[src/rtl/countdown_controller.sv]
// Button-driven sequencer for an external down-counter: debounced load/start/pause,
// tick-rate decrement strobes, clean stop at zero.
module countdown_controller #(
  parameter int N               = 6,
  parameter int DEBOUNCE_CYCLES = 500000,
  parameter int TICK_DIV        = 50000000
) (
  input  logic         clk,
  input  logic         reset,
  input  logic         load_btn,
  input  logic         start_btn,
  input  logic         pause_btn,
  input  logic [N-1:0] init_value,
  input  logic [N-1:0] count,
  output logic         load_pulse,
  output logic [N-1:0] load_value,
  output logic         dec_pulse,
  output logic         running,
  output logic         done
);

  localparam int DW = $clog2(DEBOUNCE_CYCLES + 1);
  localparam int PW = $clog2(TICK_DIV);
  localparam logic [DW-1:0] DEB_RELOAD = DW'(DEBOUNCE_CYCLES - 1);
  localparam logic [PW-1:0] PRESC_LAST = PW'(TICK_DIV - 1);

  // bit 0 = load, bit 1 = start, bit 2 = pause
  logic [2:0] btn_raw, sync0, sync1, deb, deb_d, ev;

  assign btn_raw = {pause_btn, start_btn, load_btn};

  always_ff @(posedge clk) begin
    if (reset) begin
      sync0 <= '0;
      sync1 <= '0;
      deb_d <= '0;
    end else begin
      sync0 <= btn_raw;
      sync1 <= sync0;
      deb_d <= deb;
    end
  end

  // Level is accepted only after DEBOUNCE_CYCLES consecutive disagreeing samples.
  for (genvar i = 0; i < 3; i++) begin : g_deb
    logic [DW-1:0] timer;
    logic          level;

    always_ff @(posedge clk) begin
      if (reset) begin
        timer <= DEB_RELOAD;
        level <= 1'b0;
      end else if (sync1[i] == level) begin
        timer <= DEB_RELOAD;
      end else if (timer == '0) begin
        level <= sync1[i];
        timer <= DEB_RELOAD;
      end else begin
        timer <= timer - DW'(1);
      end
    end

    assign deb[i] = level;
  end

  assign ev = deb & ~deb_d;

  // state  | meaning
  // IDLE   | waiting for start, loads allowed
  // RUN    | prescaler running, decrement strobes issued
  // PAUSED | prescaler frozen
  // DONE   | count reached zero
  typedef enum logic [1:0] {IDLE, RUN, PAUSED, DONE} state_t;

  state_t        state, state_nxt;
  logic [PW-1:0] presc, presc_nxt;
  logic [N-1:0]  load_value_nxt;
  logic          load_pulse_nxt, dec_pulse_nxt;
  logic          at_zero;

  assign at_zero = (count == '0);

  always_ff @(posedge clk) begin
    if (reset) begin
      state      <= IDLE;
      presc      <= '0;
      load_pulse <= 1'b0;
      dec_pulse  <= 1'b0;
      load_value <= '0;
    end else begin
      state      <= state_nxt;
      presc      <= presc_nxt;
      load_pulse <= load_pulse_nxt;
      dec_pulse  <= dec_pulse_nxt;
      load_value <= load_value_nxt;
    end
  end

  always_comb begin
    state_nxt      = state;
    presc_nxt      = presc;
    load_value_nxt = load_value;
    load_pulse_nxt = 1'b0;
    dec_pulse_nxt  = 1'b0;
    if (ev[0]) begin
      load_value_nxt = init_value;
      load_pulse_nxt = 1'b1;
      state_nxt      = IDLE;
      presc_nxt      = '0;
    end else begin
      case (state)
        IDLE: begin
          if (ev[1]) begin
            presc_nxt = '0;
            state_nxt = at_zero ? DONE : RUN;
          end
        end
        RUN: begin
          // While a strobe is in flight the counter has not updated yet.
          if (ev[2]) begin
            state_nxt = PAUSED;
          end else if (at_zero && !dec_pulse) begin
            state_nxt = DONE;
          end else if (presc == PRESC_LAST) begin
            presc_nxt     = '0;
            dec_pulse_nxt = !at_zero;
          end else begin
            presc_nxt = presc + PW'(1);
          end
        end
        PAUSED: begin
          if (ev[1] || ev[2]) state_nxt = RUN;
        end
        DONE: begin
          state_nxt = DONE;
        end
        default: state_nxt = IDLE;
      endcase
    end
  end

  assign running = (state == RUN);
  assign done    = (state == DONE);

endmodule

[config.mk]
export PLATFORM = sky130hd
export DESIGN_NAME = countdown_controller
export DESIGN_NICKNAME = d
export VERILOG_FILES = /design/src/rtl/countdown_controller.sv
export SDC_FILE = /design/constraint.sdc
export NUM_CORES = 1
export LEC_CHECK = 0
export BUFFER_PORTS_ARGS = -buffer_cell sky130_fd_sc_hd__buf_4
export CAP_MARGIN = 20
export CORE_AREA = 2 2 97 99
export DETAILED_ROUTE_END_ITERATION = 10
export DIE_AREA = 0 0 99 101
export PLACE_DENSITY_LB_ADDON = 0.2
export REMOVE_ABC_BUFFERS = 1
export SYNTH_ARGS = -nofsm -noshare
export SYNTH_HDL_FRONTEND = slang
export SYNTH_SLANG_ARGS = --single-unit
[constraint.sdc]
create_clock -name clk -period 1.88 [get_ports clk]
set_input_delay 0.188 -clock clk [delete_from_list [all_inputs] [get_ports clk]]
set_output_delay 0.188 -clock clk [all_outputs]
set_load 0.1 [all_outputs]
==> impl_results.md, run 1 <==
- Clock share of power: 0.402
- Internal Power: 3.05 mW
- Period utilisation layout: 1.07
- Setup tns final: -2.43 ns
- Via count: 3934
- Highest Clock Rate: 495 MHz
- Critical Path AT: 2.28 ns
- HP Class: input pin to flop
- WHS: 0.0190 ns
- Status: finished with violations
- Logic gate share of total power: 0.027
- # Max-Cap Violations: 0
- Reg clk slew, reported paths: 0.10 ns
- Clock Skew: 0.0119 ns
- CP max FO: 8
- Htree depth: 3
- Grt ovf: 0
- Die width: 99 um
- Core box area: 0.00898 sq mm
- Hold Path Depth: 2
- ANT nets after route: 0
- Yosys top cell area share: 0.454
- R2R depth: 6
- Vias in the first global route: 3742
- Root buf cell: clkbuf_8
- Initial antenna violation count: 0
- Post-Synthesis Cells: 514
- PwrDens: 645 mW/mm^2
- Drt total wl: 10000 um
- CTS Buf Count: 9
- Main flop type after synthesis: dfxtp_1
- FP Rows: 35
- Failing checks: negative setup slack
- First-pass GRT wire length: 16400 um
- Residual DRC: 0
- Synth warn: 0
- NetSw: 0.861 mW
- Total Routing Usage GR: 0.199
- R2R Setup Slk: -0.14 ns
- Setup Crit Path Kind: flop to flop
- Clock Sinks: 105
- 1st-iter DRT viols: 189
- Clock insertion delay at the later pin of the skew report: 0.38 ns
- DR WL/cell: 13.6 um
- Critical Path Source Type: flop
- Synth area leader: dfxtp_1
- FF-to-FF Start: g_deb[2].timer[10]
- Place WS: -0.430 ns
- DP Area: 0.00546 sq mm
- Register bit total from synthesis: 105
- Final Non-Filler Cells: 736
- Placed Cells: 709
- Largest net degree at the start of global routing: 20
- Reg-to-reg endpoint: g_deb[2].timer[11]
- Placer Congestion: 0.827
- Worst IR Drop VDD: 0.000505 V
- Sequential power share: 0.571
- First-pass iteration count of the detailed router: 4
- Avg Cell Area, Syn: 9.01 sq um
- Hold Path Sink: load_value[1]
- Cell variety after synth: 51
- PortBufs: 26
- Share of cells above drive strength 1: 0.301
- Final WS setup: -0.139 ns
- Setup violations, final: 34
- Post-layout power: 3.91 mW
- Hold Fails Final Rpt: 0
- Final Net Count: 644
- Critical hold path startpoint: init_value[1]
- Fin crit period: 2.02 ns
- Synth top area cells: dfxtp_1 (45%), xnor2_1 (6.8%), xor2_1 (6.1%), nor2_1 (5.5%), nand2_1 (4.0%)
- Post-synthesis sequential area ratio: 0.454
- Worst slew pin tran: 0.671 ns
- Final instance area: 0.00606 sq mm
- Post-synth EDFFs: 0
- CTS tree: done
- Relative slew margins: 0.550
- Number of I/O pins: 27
- Ant. Diodes: 0
- Max Slew Vio Count: 0
- Initial core utilization: 0.516
- Post-Syn Area: 0.00463 sq mm
- CP required: 2.14 ns
- HPWL after detailed placement: 6790 um
- Die footprint: 0.0100 sq mm
- Critical path endpoint category: flop
- Vias per cell: 5.35
- Static leakage: 2.27 nW
- CTS max path bufs: 2
- Die Span Y: 101 um
- Switching share of power: 0.220
- Ys async rst share: 0
- RSZ-0062 raised after global routing: yes
- Post-layout util: 0.675
- Area grow syn2layout: 30.8%
[state kept, by name (all words and copies together) (netlist names)]
name / flops
sync1: 3
g_deb.timer: 57
g_deb.level: 3
dec_pulse: 1
load_pulse: 1
sync0: 3
deb_d: 3
state: 2
load_value: 6
presc: 26
[per-layer routing]
metal / wire [um] / vias up / part of all wire / GRT usage
met1: 4600 / 1852 / 0.46 / 0.253
met4: 104 / 0 / 0.010 / 0.0474
met5: 0 / - / 0 / 0
met2: 5000 / 70 / 0.50 / 0.341
met3: 332 / 10 / 0.033 / 0.0492
li1: - / 2002 / - / -
[worst max-delay path by stage]
stage / slack [ns] / endpoint / start / depth (start not counted)
6_report: -0.14 / g_deb[2].timer[11] / g_deb[2].timer[10] / 6
5_1_grt: -0.23 / g_deb[2].level / g_deb[2].timer[10] / 6
4_1_cts: -0.19 / g_deb[2].level / g_deb[2].timer[10] / 6
3_5_place_dp: -0.43 / presc[15] / state[1] / 5
3_3_place_gp: -0.28 / presc[15] / state[1] / 5
2_1_floorplan: -1.55 / presc[0] / dec_pulse / 5
[cell usage in the layout (no fill, tap or decap), types with 7 or more instances in the layout]
cell type  synthesis  final
nor2_1            68     60
nor3_1            16     12
dfxtp_1          105     98
nand2_2            0      8
nor4_1            15     10
nand3_1           12     10
nor2b_1           10     10
xor2_1            32     32
nand2_1           49     41
o21ai_0           12     10
inv_1             15     15
xnor2_1           36     36
buf_4              1    105
nand4_1           10     10
o2111ai_1          9      8
or4_1              8      7
clkbuf_8           0      9
a21oi_1           16     12
[cells by family (layout without fill, tap and decap cells)]
family                   Yosys count  after routing  synth area share
flip-flops                       105            105             0.454
AND/OR/NAND/NOR                  236            236             0.271
buffers and inverters             33            144            0.0308
multiplexers                       4              4           0.00864
AO/OA/AOI/OAI                     61             61            0.0881
XOR/XNOR                          68             68             0.129
adder cells (fa/ha/maj)            7              7            0.0189
[cell usage after synthesis, types with 4 or more instances]
| library cell | count |
|---|---|
| or3_1 | 7 |
| and2_1 | 7 |
| dfxtp_1 | 105 |
| nor3b_1 | 4 |
| a21oi_1 | 16 |
| nand3_1 | 12 |
| nor4_1 | 15 |
| inv_1 | 15 |
| o31ai_1 | 5 |
| xnor2_1 | 36 |
| nor2_1 | 68 |
| mux2i_1 | 4 |
| ha_1 | 7 |
| nor2b_1 | 10 |
| nor4b_1 | 5 |
| buf_2 | 5 |
| clkbuf_1 | 9 |
| o21ai_0 | 12 |
| nand2_1 | 49 |
| a211oi_1 | 4 |
| a22o_1 | 6 |
| xor2_1 | 32 |
| or4_1 | 8 |
| nor3_1 | 16 |
| and3_1 | 7 |
| o2111ai_1 | 9 |
| nand4_1 | 10 |
[power by group through the flow]
stage,Combinational (mW),Sequential [mW],Clock [mW]
2_1_floorplan,0.0286,2.29,0
3_3_place_gp,0.0803,2.29,0
3_5_place_dp,0.0818,2.29,0
4_1_cts,0.0867,2.23,1.61
5_1_grt,0.113,2.23,1.70
6_report,0.104,2.23,1.57
[cell type report]
| type | count | area (sq um) |
|---|---|---|
| multi-input combinational | 376 | 2630 |
| tap | 111 | 139 |
| inverter | 15 | 56.3 |
| fill | 691 | 2920 |
| sequential | 105 | 2110 |
| clock buffer | 9 | 124 |
| clock inverter | 7 | 103 |
| timing repair buffer | 113 | 893 |
[worst max-delay path: stages (launching register included)]
cell and delay, ns:
dfxtp_2 0.33, or4_4 0.53, or3_4 0.36, nor4b_4 0.27, buf_4 0.17, or3_4 0.20, nor2_2 0.05
[repair_timing]
action                                 4_1_cts  5_1_grt
setup buffers                                4        4
hold buffers                                 1        1
gates cloned                                 0        2
pin swaps                                    6       23
gates resized for setup                     12       59
endpoints found under the hold margin        1        1
setup endpoints to repair                   61       86
Note: power is estimated with default switching activity, not from simulation.
==> run 2, diff against run 1 <==
--- a/config.mk
+++ b/config.mk
@@ -12,6 +12,7 @@
 export DIE_AREA = 0 0 99 101
 export PLACE_DENSITY_LB_ADDON = 0.2
 export REMOVE_ABC_BUFFERS = 1
+export SKIP_LAST_GASP = 1
 export SYNTH_ARGS = -nofsm -noshare
 export SYNTH_HDL_FRONTEND = slang
 export SYNTH_SLANG_ARGS = --single-unit
==> run 2 against run 1 <==
  * The run still ends with negative setup slack left
  * Total power about the same
  * Cell count up 0.14%
  * Largest power group unchanged
  * Critical endpoint is now g_deb[2].timer[6]
  * Non-clock buffer count up 1
  * Largest cell class unchanged
  * Die area unchanged
  * Critical path type unchanged
  * Sequential cell count unchanged
  * Count of clock-buffer cells in the layout unchanged
  * Hold slack worse by 0.00090 ns
==> impl_results.md, run 2 (synthesis gave the netlist of run 1 again) <==
- Die width: 99 um (unchanged)
- Htree depth: 3 (unchanged)
- Largest registers: g_deb.timer (57), presc (26), load_value (6) (unchanged)
- CP required: 2.15 ns (was 2.14 ns)
- First-pass GRT wire length: 16300 um (was 16400 um)
- CP max stage cell: or4_4 (unchanged)
- Total Routing Usage GR: 0.198 (was 0.199)
- Busiest metal layer after global routing: met2 (unchanged)
- Residual DRC: 0 (unchanged)
- Die footprint: 0.0100 sq mm (unchanged)
- HPWL after detailed placement: 6790 um (unchanged)
- # Max-Cap Violations: 0 (unchanged)
- First-pass iteration count of the detailed router: 4 (unchanged)
- CP max FO: 8 (unchanged)
- Worst path cell trace: or4_4 -> or3_4 -> nor4b_4 -> buf_4 -> or3_4 -> nor2_2 (unchanged)
- Initial core utilization: 0.516 (unchanged)
- Largest net degree at the start of global routing: 20 (unchanged)
- RSZ-0062 raised after global routing: yes (unchanged)
- Drt total wl: 10000 um (about the same)
- Ant. Diodes: 0 (unchanged)
- Reg clk slew, reported paths: 0.10 ns (about the same)
- FP Rows: 35 (unchanged)
- DR WL/cell: 13.6 um (about the same)
- Highest Clock Rate: 499 MHz (was 495 MHz)
- Placed Cells: 709 (unchanged)
- HP Class: input pin to flop (unchanged)
- Most frequent cells in the layout: buf_4 (105), dfxtp_1 (99), nor2_1 (59), nand2_1 (48), xnor2_1 (36) (was buf_4 (105), dfxtp_1 (98), nor2_1 (60), nand2_1 (41), xnor2_1 (36))
- Clock insertion delay at the later pin of the skew report: 0.38 ns (about the same)
- Worst IR Drop VDD: 0.000475 V (was 0.000505 V)
- Clock Sinks: 105 (unchanged)
- Share of cells above drive strength 1: 0.283 (was 0.301)
- Met3 GRT Util: 0.0506 (was 0.0492)
- Worst path most repeated cell: or3_4 (unchanged)
- Relative slew margins: 0.544 (was 0.550)
- Post-layout util: 0.670 (was 0.675)
- Failing checks: negative setup slack (unchanged)
- Setup Crit Path Kind: flop to flop (unchanged)
- Vias in the first global route: 3743 (was 3742)
- CTS Buf Count: 9 (unchanged)
- CTS tree: done (unchanged)
- Critical path endpoint category: flop (unchanged)
- Vias per cell: 5.29 (was 5.35)
- Commonest non-fill, non-tap cell in the layout: buf_4 (unchanged)
- PortBufs: 26 (unchanged)
- Via count: 3900 (was 3934)
- DP Area: 0.00546 sq mm (unchanged)
- Final instance area: 0.00601 sq mm (was 0.00606 sq mm)
- Peak per-stage delay on the critical path: 0.53 ns (about the same)
- Most flops, register: g_deb.timer (unchanged)
- Number of I/O pins: 27 (unchanged)
- Placer Congestion: 0.827 (unchanged)
- Fin crit period: 2.00 ns (was 2.02 ns)
- Period utilisation layout: 1.07 (about the same)
- ANT nets after route: 0 (unchanged)
- CTS max path bufs: 2 (unchanged)
- CP delay by family, top: simple AND/OR/NAND/NOR gates (unchanged)
- Area grow syn2layout: 29.8% (was 30.8%)
- Buf/Inv on CP: 1 (unchanged)
- Status: finished with violations (unchanged)
- Root buf cell: clkbuf_8 (unchanged)
- M2 GR Usage: 0.338 (was 0.341)
- Final Net Count: 645 (was 644)
- Critical Path Source Type: flop (unchanged)
- Max Slew Vio Count: 0 (unchanged)
- Critical Path AT: 2.27 ns (was 2.28 ns)
- Worst slew pin tran: 0.681 ns (was 0.671 ns)
- Clock Skew: 0.0103 ns (was 0.0119 ns)
- Hold Fails Final Rpt: 0 (unchanged)
- Setup violations, final: 22 (was 34)
- Static leakage: 2.24 nW (was 2.27 nW)
- Final WS setup: -0.123 ns (was -0.139 ns)
- Die Span Y: 101 um (unchanged)
- PwrDens: 650 mW/mm^2 (was 645 mW/mm^2)
- Max FFs per register: 57 (unchanged)
- GR Util met1: 0.251 (was 0.253)
- Grt ovf: 0 (unchanged)
- Initial antenna violation count: 0 (unchanged)
- Core box area: 0.00898 sq mm (unchanged)
- Final Non-Filler Cells: 737 (was 736)
- 1st-iter DRT viols: 141 (was 189)
==> run 2: cell types whose count changed in the layout (fill, tap and decap cells not counted), moves of 2 or more <==
cell	before	now
a21oi_1	12	14
a21oi_2	4	2
nor3_2	4	2
nor3_1	12	14
buf_6	4	7
nand2_2	8	1
nand2_1	41	48
==> run 2: repair_timing <==
action	4_1_cts	5_1_grt
endpoints found under the setup margin	61	86
pin swaps	6	18
endpoints found under the hold margin	1	1
buffers inserted	4	5
gates resized for setup	9	53
hold buffers	1	1
gates cloned	0	2
==> run 2: cell type report <==
cell class,count,area [sq um]
clock buffers,9,124
clock inverters,7,103
fillers,696,2970
inverters,15,56.3
multi-input cells,376,2590
flip-flops and latches,105,2110
well taps,111,139
repair buffers,114,887
==> run 2: through the flow <==
| step | TNS, ns | hold WS [ns] | power [mW] | setup WS, ns |
|---|---|---|---|---|
| 6_report | -2.15 | 0.0181 | 3.91 | -0.123 |
| 5_1_grt | -6.61 | 0.00616 | 4.04 | -0.227 |
| 3_3_place_gp | -8.35 | 0.374 | 2.37 | -0.283 |
| 2_1_floorplan | -40.41 | 0.260 | 2.31 | -1.55 |
| 4_1_cts | -3.29 | 0.00640 | 3.93 | -0.186 |
| 3_5_place_dp | -11.15 | 0.385 | 2.37 | -0.430 |
==> run 2: worst paths after layout <==
kind	startpoint	end	slack [ns]	cells after the start
worst max-delay path	g_deb[2].timer[10]	g_deb[2].timer[6]	-0.12	6
worst min register to register	g_deb[2].timer[0]	g_deb[2].timer[0]	0.41	1
worst max register to register	g_deb[2].timer[10]	g_deb[2].timer[6]	-0.12	6
worst min-delay path	init_value[1]	load_value[1]	0.02	2
==> run 2: where the power goes <==
part	total (mW)	switching (mW)	internal, mW
Combinational	0.0981	0.0479	0.0502
Clock	1.58	0.813	0.764
Sequential	2.23	0.00355	2.23
==> run 2: layer usage <==
metal / routed length, um / share of wire
met2: 4870 / 0.49
met1: 4700 / 0.47
met3: 339 / 0.034
met5: 0 / 0
met4: 81 / 0.0081
==> run 2: worst register-to-register path, cell delays in order, from the launching register on <==
cell and delay, ns:
dfxtp_2 0.33, or4_4 0.53, or3_4 0.36, nor4b_4 0.27, buf_4 0.17, or3_4 0.19
nor2_2 0.06
